===== src/rtl/dmem_arbiter_if.sv =====
// One requester port of the data-memory arbiter: request payload plus ack/read-data return.
interface dmem_arbiter_if #(
    parameter int unsigned AW = 6
);
    logic          req;
    logic          we;
    logic [AW-1:0] addr;
    logic [31:0]   wdata;
    logic [3:0]    be;
    logic          ack;
    logic [31:0]   rdata;

    modport master (output req, we, addr, wdata, be, input ack, rdata);
    modport slave  (input req, we, addr, wdata, be, output ack, rdata);
endinterface


===== src/rtl/dmem_arbiter.sv =====
// Two-port round-robin arbiter/sequencer for a single-port word memory.
// Partial-byte stores are done as read-modify-write.
module dmem_arbiter #(
    parameter int unsigned AW = 6
) (
    input  logic          clk,
    input  logic          rst,
    dmem_arbiter_if.slave p0,
    dmem_arbiter_if.slave p1,
    output logic          busy,
    output logic          mem_read,
    output logic          mem_write,
    output logic [AW-1:0] mem_addr,
    output logic [31:0]   mem_wdata,
    input  logic [31:0]   mem_rdata
);
    localparam int unsigned DW = 32;
    localparam int unsigned NB = DW / 8;

    typedef enum logic [1:0] {IDLE, RD, WR, RESP} state_t;

    state_t          state_q, state_d;
    logic            ptr_q;
    logic            port_q;
    logic            we_q;
    logic [AW-1:0]   addr_q;
    logic [DW-1:0]   wdata_q;
    logic [NB-1:0]   be_q;
    logic [DW-1:0]   data_q;

    logic            any_req;
    logic            gnt;
    logic            win_we;
    logic [AW-1:0]   win_addr;
    logic [DW-1:0]   win_wdata;
    logic [NB-1:0]   win_be;
    logic [DW-1:0]   merged;

    // Winner selection: lone requester always wins, the pointer breaks ties.
    always_comb begin
        any_req   = p0.req | p1.req;
        gnt       = (p0.req && p1.req) ? ptr_q : p1.req;
        win_we    = gnt ? p1.we    : p0.we;
        win_addr  = gnt ? p1.addr  : p0.addr;
        win_wdata = gnt ? p1.wdata : p0.wdata;
        win_be    = gnt ? p1.be    : p0.be;
    end

    // Byte merge of new store data over the word captured in RD.
    always_comb begin
        merged = '0;
        for (int i = 0; i < int'(NB); i++) begin
            merged[8*i +: 8] = be_q[i] ? wdata_q[8*i +: 8] : data_q[8*i +: 8];
        end
    end

    always_ff @(posedge clk or posedge rst) begin
        if (rst) state_q <= IDLE;
        else     state_q <= state_d;
    end

    // Next state and outputs; memory controls come only from state and latches.
    always_comb begin
        state_d   = state_q;
        busy      = 1'b0;
        mem_read  = 1'b0;
        mem_write = 1'b0;
        mem_addr  = '0;
        mem_wdata = '0;
        p0.ack    = 1'b0;
        p1.ack    = 1'b0;
        p0.rdata  = '0;
        p1.rdata  = '0;
        case (state_q)
            IDLE: begin
                if (any_req) begin
                    if (!win_we)                 state_d = RD;
                    else if (win_be == 4'b1111)  state_d = WR;
                    else if (win_be == 4'b0000)  state_d = RESP;
                    else                         state_d = RD;
                end
            end
            RD: begin
                busy     = 1'b1;
                mem_read = 1'b1;
                mem_addr = addr_q;
                state_d  = we_q ? WR : RESP;
            end
            WR: begin
                busy      = 1'b1;
                mem_write = 1'b1;
                mem_addr  = addr_q;
                mem_wdata = merged;
                state_d   = RESP;
            end
            RESP: begin
                busy    = 1'b1;
                state_d = IDLE;
                if (port_q) begin
                    p1.ack   = 1'b1;
                    p1.rdata = data_q;
                end else begin
                    p0.ack   = 1'b1;
                    p0.rdata = data_q;
                end
            end
            default: state_d = IDLE;
        endcase
    end

    // Transaction latches, read-data capture and round-robin pointer.
    always_ff @(posedge clk or posedge rst) begin
        if (rst) begin
            ptr_q   <= 1'b0;
            port_q  <= 1'b0;
            we_q    <= 1'b0;
            addr_q  <= '0;
            wdata_q <= '0;
            be_q    <= '0;
            data_q  <= '0;
        end else begin
            case (state_q)
                IDLE: begin
                    if (any_req) begin
                        port_q  <= gnt;
                        we_q    <= win_we;
                        addr_q  <= win_addr;
                        wdata_q <= win_wdata;
                        be_q    <= win_be;
                    end
                end
                RD:      data_q <= mem_rdata;
                RESP:    ptr_q  <= ~ptr_q;
                default: ;
            endcase
        end
    end
endmodule


===== src/flat_wrapper.sv =====
// flat-port wrapper written by rule: the top's interface ports become plain ports
module dmem_arbiter_flat 
#(
    parameter int unsigned AW = 6
)
  (clk, rst, busy, mem_read, mem_write, mem_addr, mem_wdata, mem_rdata, p0_req, p0_we, p0_addr, p0_wdata, p0_be, p0_ack, p0_rdata, p1_req, p1_we, p1_addr, p1_wdata, p1_be, p1_ack, p1_rdata);
  dmem_arbiter_if #(.AW(AW)) p0_i ();
  dmem_arbiter_if #(.AW(AW)) p1_i ();
  input  logic clk;
  input  logic rst;
  output logic busy;
  output logic mem_read;
  output logic mem_write;
  output logic [AW-1:0] mem_addr;
  output logic [31:0] mem_wdata;
  input  logic [31:0] mem_rdata;
  input wire logic [$bits(p0_i.req)-1:0] p0_req;
  input wire logic [$bits(p0_i.we)-1:0] p0_we;
  input wire logic [$bits(p0_i.addr)-1:0] p0_addr;
  input wire logic [$bits(p0_i.wdata)-1:0] p0_wdata;
  input wire logic [$bits(p0_i.be)-1:0] p0_be;
  output wire logic [$bits(p0_i.ack)-1:0] p0_ack;
  output wire logic [$bits(p0_i.rdata)-1:0] p0_rdata;
  input wire logic [$bits(p1_i.req)-1:0] p1_req;
  input wire logic [$bits(p1_i.we)-1:0] p1_we;
  input wire logic [$bits(p1_i.addr)-1:0] p1_addr;
  input wire logic [$bits(p1_i.wdata)-1:0] p1_wdata;
  input wire logic [$bits(p1_i.be)-1:0] p1_be;
  output wire logic [$bits(p1_i.ack)-1:0] p1_ack;
  output wire logic [$bits(p1_i.rdata)-1:0] p1_rdata;
  assign p0_i.req = p0_req;
  assign p0_i.we = p0_we;
  assign p0_i.addr = p0_addr;
  assign p0_i.wdata = p0_wdata;
  assign p0_i.be = p0_be;
  assign p0_ack = p0_i.ack;
  assign p0_rdata = p0_i.rdata;
  assign p1_i.req = p1_req;
  assign p1_i.we = p1_we;
  assign p1_i.addr = p1_addr;
  assign p1_i.wdata = p1_wdata;
  assign p1_i.be = p1_be;
  assign p1_ack = p1_i.ack;
  assign p1_rdata = p1_i.rdata;
  dmem_arbiter #(.AW(AW)) u_core (.clk(clk), .rst(rst), .p0(p0_i), .p1(p1_i), .busy(busy), .mem_read(mem_read), .mem_write(mem_write), .mem_addr(mem_addr), .mem_wdata(mem_wdata), .mem_rdata(mem_rdata));
endmodule

===== config.mk =====
export PLATFORM = sky130hd
export DESIGN_NAME = dmem_arbiter_flat
export DESIGN_NICKNAME = d
export VERILOG_FILES = /design/src/rtl/dmem_arbiter_if.sv /design/src/rtl/dmem_arbiter.sv /design/src/flat_wrapper.sv
export SDC_FILE = /design/constraint.sdc
export NUM_CORES = 1
export LEC_CHECK = 0
export ABC_AREA = 1
export ABC_CLOCK_PERIOD_IN_PS = 5250
export BUFFER_PORTS_ARGS = -buffer_cell sky130_fd_sc_hd__buf_4
export CORE_MARGIN = 5
export CORE_UTILIZATION = 45
export DETAILED_ROUTE_END_ITERATION = 7
export HOLD_SLACK_MARGIN = 0.03
export PLACE_DENSITY = 0.91
export SYNTH_ARGS = -nofsm -noshare
export SYNTH_HDL_FRONTEND = slang
export SYNTH_SLANG_ARGS = --single-unit

===== constraint.sdc =====
create_clock -name clk -period 5.25 [get_ports clk]
set_input_delay 0 -clock clk [delete_from_list [all_inputs] [get_ports clk]]
set_output_delay 0 -clock clk [all_outputs]
set_load 0.02 [all_outputs]

### After elaboration in Yosys (flattened, before gate mapping)

Cells that the tools add are included.
W data, S select, Z words.

* flip-flop bits (word level): 79
* bits of input ports: 122
* logic and storage cells: 49

* equal/unequal tests: 5
* muxes and demuxes: 28
* bitwise logic cells: 2
* reductions and logical operators: 6

Operators by type and width (number)
* $mux W32: 6
* $mux W8: 4
* $mux W6: 2
* $mux W1: 10
* $mux W2: 4
* $pmux W2 S4: 1
* $eq A2 B2 Y1 const B: 2
* $eq A4 B4 Y1 const B: 1
* $logic_not A4 Y1: 1
* $mux W4: 1
* $reduce_or A3 Y1: 1
* $eq A2 B1 Y1 const B: 1
* $logic_not A2 Y1: 1
* $ne A2 B1 Y1 const B: 1
* $reduce_and A2 Y1: 1
* $reduce_or A2 Y1: 1
* $logic_and A1 B1 Y1: 1
* $not A1 Y1: 1
* $or A1 B1 Y1: 1

### Depth between registers and ports, before layout

* depth in word-level cells: 9
* depth in mapped cells: 11
* mapped depth without buffers: 10

### Worst setup path after synthesis

No wires, ideal clock.

* path type: flip-flop to output port
* start: reg u_core.state_q[0]
* end: out p0_rdata[10]
* arrival: 1.594 ns
* required time: 5.250 ns
* setup slack: 3.656 ns
* stages on the path, launching flop included: 7
* cell sequence: dfrtp_1 > ha_1 > inv_1 > nor2_1 > inv_1 > clkbuf_1 > nor2_1

* word-level cells in the longest chain between the ends: 2

Ends and longest elaborated chain
* from (decl): line dmem_arbiter.sv:22 `state_t state_q, state_d;`
* from (signal assigned): line dmem_arbiter.sv:59 `else state_q <= state_d;`
* $eq A2 B2 Y1: line dmem_arbiter.sv:74 `case (state_q)`
* $mux W32: line dmem_arbiter.sv:74
* to (decl): line flat_wrapper.sv:23 `output wire logic [$bits(p0_i.rdata)-1:0] p0_rdata;`

Every way passes these cells.

### Final worst setup path

* start: reg u_core.state_q[0]
* end: reg u_core.wdata_q[9]

* word-level cells in the longest chain between the ends: 2

Ends and longest elaborated chain
* $logic_not A2 Y1: line dmem_arbiter.sv:122 `case (state_q)`
* $reduce_and A2 Y1 (no source line)
* to (signal assigned): line dmem_arbiter.sv:128 `wdata_q <= win_wdata;`
* to (decl): line dmem_arbiter.sv:27 `logic [DW-1:0] wdata_q;`

Every way passes these cells.
A chain may end at the register's enable or synchronous reset.

==> results.cfg <==
[status]
outcome = completed

[power]
seqPwrFrac_pct = 27.4
internal_power_mw = 2.156
p_comb_share_pct = 60.0
switching_share_pct = 45.52
p_leak_nw = 3.704
p_switching_mw = 1.801
peakVddDrop_v = 0.0002464
clkPwrFrac_pct = 12.6
powerDensity_mw_per_mm2 = 540.0

[critical_path]
critical_path_required_ns = 5.47
cp.arrival_ns = 3.58
crit_type = flip-flop to flip-flop
end_kind = flip-flop
path_max_fanout = 44
crit_path_start_kind = flip-flop

[worst_hold_path]
hp-class = primary input to flip-flop

[clock_network]
htreeDepth = 3
clk_pin_slew_worst_paths_ns = 0.08
cts_setup_buffers = 0
cts.sinks = 79
ctsResizeCount = 0
cts_tree = yes
cts_inserted_buffers = 9
cts_buffer_depth = 2
clkLatencyLatePin_ns = 0.35
clockRootBuffer = clkbuf_8

[global_route]
antenna_found_initial = 0
grt_max_degree = 80
grt-ovfl-total = 0
grt_usage_pct = 30.21
grt_pass1_wl_um = 28010
first_global_vias = 5538

[floorplan]
fp.dieH_um = 108.0
core_mm2 = 0.009328
fp.dieW_um = 108.0
rows = 35
die_area_mm2 = 0.01167
start_util_pct = 46.37
ios = 229

[drt]
drtAntennaViolNets = 0
vias = 5520
viasPerCell = 5.287
dr.pass1.iters = 5
drc = 0
detail_route.wl_per_cell_um = 17.26
drt-initial-drc-count = 513
routed_wl_um = 18020

[synth]
syn_nets = 726
yosysWarnings = 0
synth.distinct_cells = 23
seq_area_frac_synth_pct = 45.70
synth-seq-cells = 79
avgSynthCellArea_um2 = 7.221
synth_area_mm2 = 0.004325
synth_cells = 599

[placement]
port-buffer-count = 228
dp_cells = 919
place_congestion = 0.8982
hpwlAfterDp_um = 10660

[final_layout]
final_common_cell = buf_4
stdcell_count = 1044
drive_gt1_share_pct = 28.20
multi_input_area_mm2 = 0.001913
final_nets = 1038
final_cell_mix = 229 x buf_4, 110 x dlygate4sd3_1, 107 x nor2_1
area_delta_synth_final_pct = 69.42
fill_cells = 614
seqCellArea_mm2 = 0.001977
num_antenna_cells = 0

[sta]
rsz0062_at_grt = no
max_slew_margin_pct = 22.98
post-route-min-period_ns = 3.359
max_freq_mhz = 297.7
fin_crit_sh_pct = 63.99
hold_viol_final = 0
fin_tns_setup_ns = 0
tightestPinTransition_ns = 1.152
setup_viol = 0
slew_violations = 0
skew_ns = 0.01600

[job]
cap_violations = 0
-- synth_stat cells --
cell type / n / area share, %
buf_2: 8 / 0.93
o21ai_0: 70 / 8.1
nand2_1: 104 / 9.0
o21bai_1: 1 / 0.17
dfrtp_1: 79 / 46
nor2_4: 1 / 0.26
xor2_1: 1 / 0.20
inv_1: 61 / 5.3
nor2_1: 107 / 9.3
nand3_1: 6 / 0.69
a21oi_1: 101 / 12
nand2_2: 3 / 0.43
buf_4: 5 / 0.87
buf_1: 2 / 0.17
nand3b_1: 5 / 0.87
clkbuf_1: 20 / 1.7
o21ai_1: 4 / 0.46
o22ai_1: 4 / 0.58
nand2_4: 2 / 0.52
buf_6: 3 / 0.78
inv_2: 4 / 0.35
nor2_2: 3 / 0.43
ha_1: 5 / 1.4
-- worst paths after layout --
check	startpoint	to	slack, ns	depth (start not counted)
worst min register to register	u_core.ptr_q	u_core.ptr_q	0.50	1
max in group asynchronous	rst	u_core.data_q[31]	4.03	4
worst max-delay path	u_core.state_q[0]	u_core.wdata_q[9]	1.89	8
worst max register to register	u_core.state_q[0]	u_core.wdata_q[9]	1.89	8
worst min-delay path	p0_be[2]	u_core.be_q[2]	0.07	5
min in group asynchronous	rst	u_core.data_q[4]	0.53	4
-- power by group through the flow --
stage          logic, mW  registers [mW]  clock network (mW)
6_report            2.38            1.08               0.499
5_1_grt             2.59            1.11               0.530
2_1_floorplan       1.30            1.02                   0
3_5_place_dp        1.96            1.08                   0
4_1_cts             2.29            1.06               0.502
3_3_place_gp        1.93            1.06                   0
-- area by class of cell --
type / count / share of cell area, %
tap: 129 / 2.202
sequential: 79 / 26.98
multi-input combinational: 417 / 26.11
clock inverter: 4 / 0.9561
timing repair buffer: 339 / 38.48
clock buffer: 11 / 1.929
inverter: 65 / 3.346
-- worst max-delay path, cell delays in order, from the launching register on --
cell,delay [ns]
dfrtp_1,0.42
inv_1,0.12
ha_1,0.21
inv_2,0.08
nor2_4,0.82
inv_2,0.61
a21oi_1,0.31
a21oi_1,0.09
dlygate4sd3_1,0.56
-- flip-flops by register name, indices dropped and copies added, names as in the netlist --
register,cells
u_core.be_q,4
u_core.port_q,1
u_core.wdata_q,32
u_core.data_q,32
u_core.we_q,1
u_core.addr_q,6
u_core.ptr_q,1
u_core.state_q,2
-- metrics by stage --
step	setup slack (ns)	total power, mW	cell area [um^2]	hold slack [ns]	utilization (%)
2_1_floorplan	3.227	2.319	4325	0.1168	-
6_report	1.891	3.957	7328	0.06570	78.56
3_3_place_gp	2.645	2.986	6016	0.2056	64.49
4_1_cts	1.990	3.856	7328	0.04894	78.56
5_1_grt	1.686	4.225	7328	0.09146	78.56
3_5_place_dp	2.551	3.034	6016	0.2095	64.49
-- cells by family after synthesis --
logic type,Yosys count,synth area share [%]
AOI/OAI and AO/OA,180,21.00
xor gates and xnor gates,1,0.2025
adders and majority gates,5,1.446
DFF,79,45.70
buffers and inverters,103,10.12
and+or+nand+nor,231,21.52
-- metal layers --
layer | up-vias | wire length [um] | GRT usage [%]
li1 | 2535 | - | -
met1 | 2583 | 6709 | 35.25
met2 | 312 | 8996 | 52.13
met3 | 90 | 1179 | 4.478
met4 | 0 | 1129 | 18.76
met5 | - | 0 | 0
-- what timing repair did --
item / in CTS / in global routing
endpoints found under the setup margin: 0 / 0
hold buffers: 110 / 0
hold endpoints to repair: 107 / 0
(Power assumes the default switching activity.)
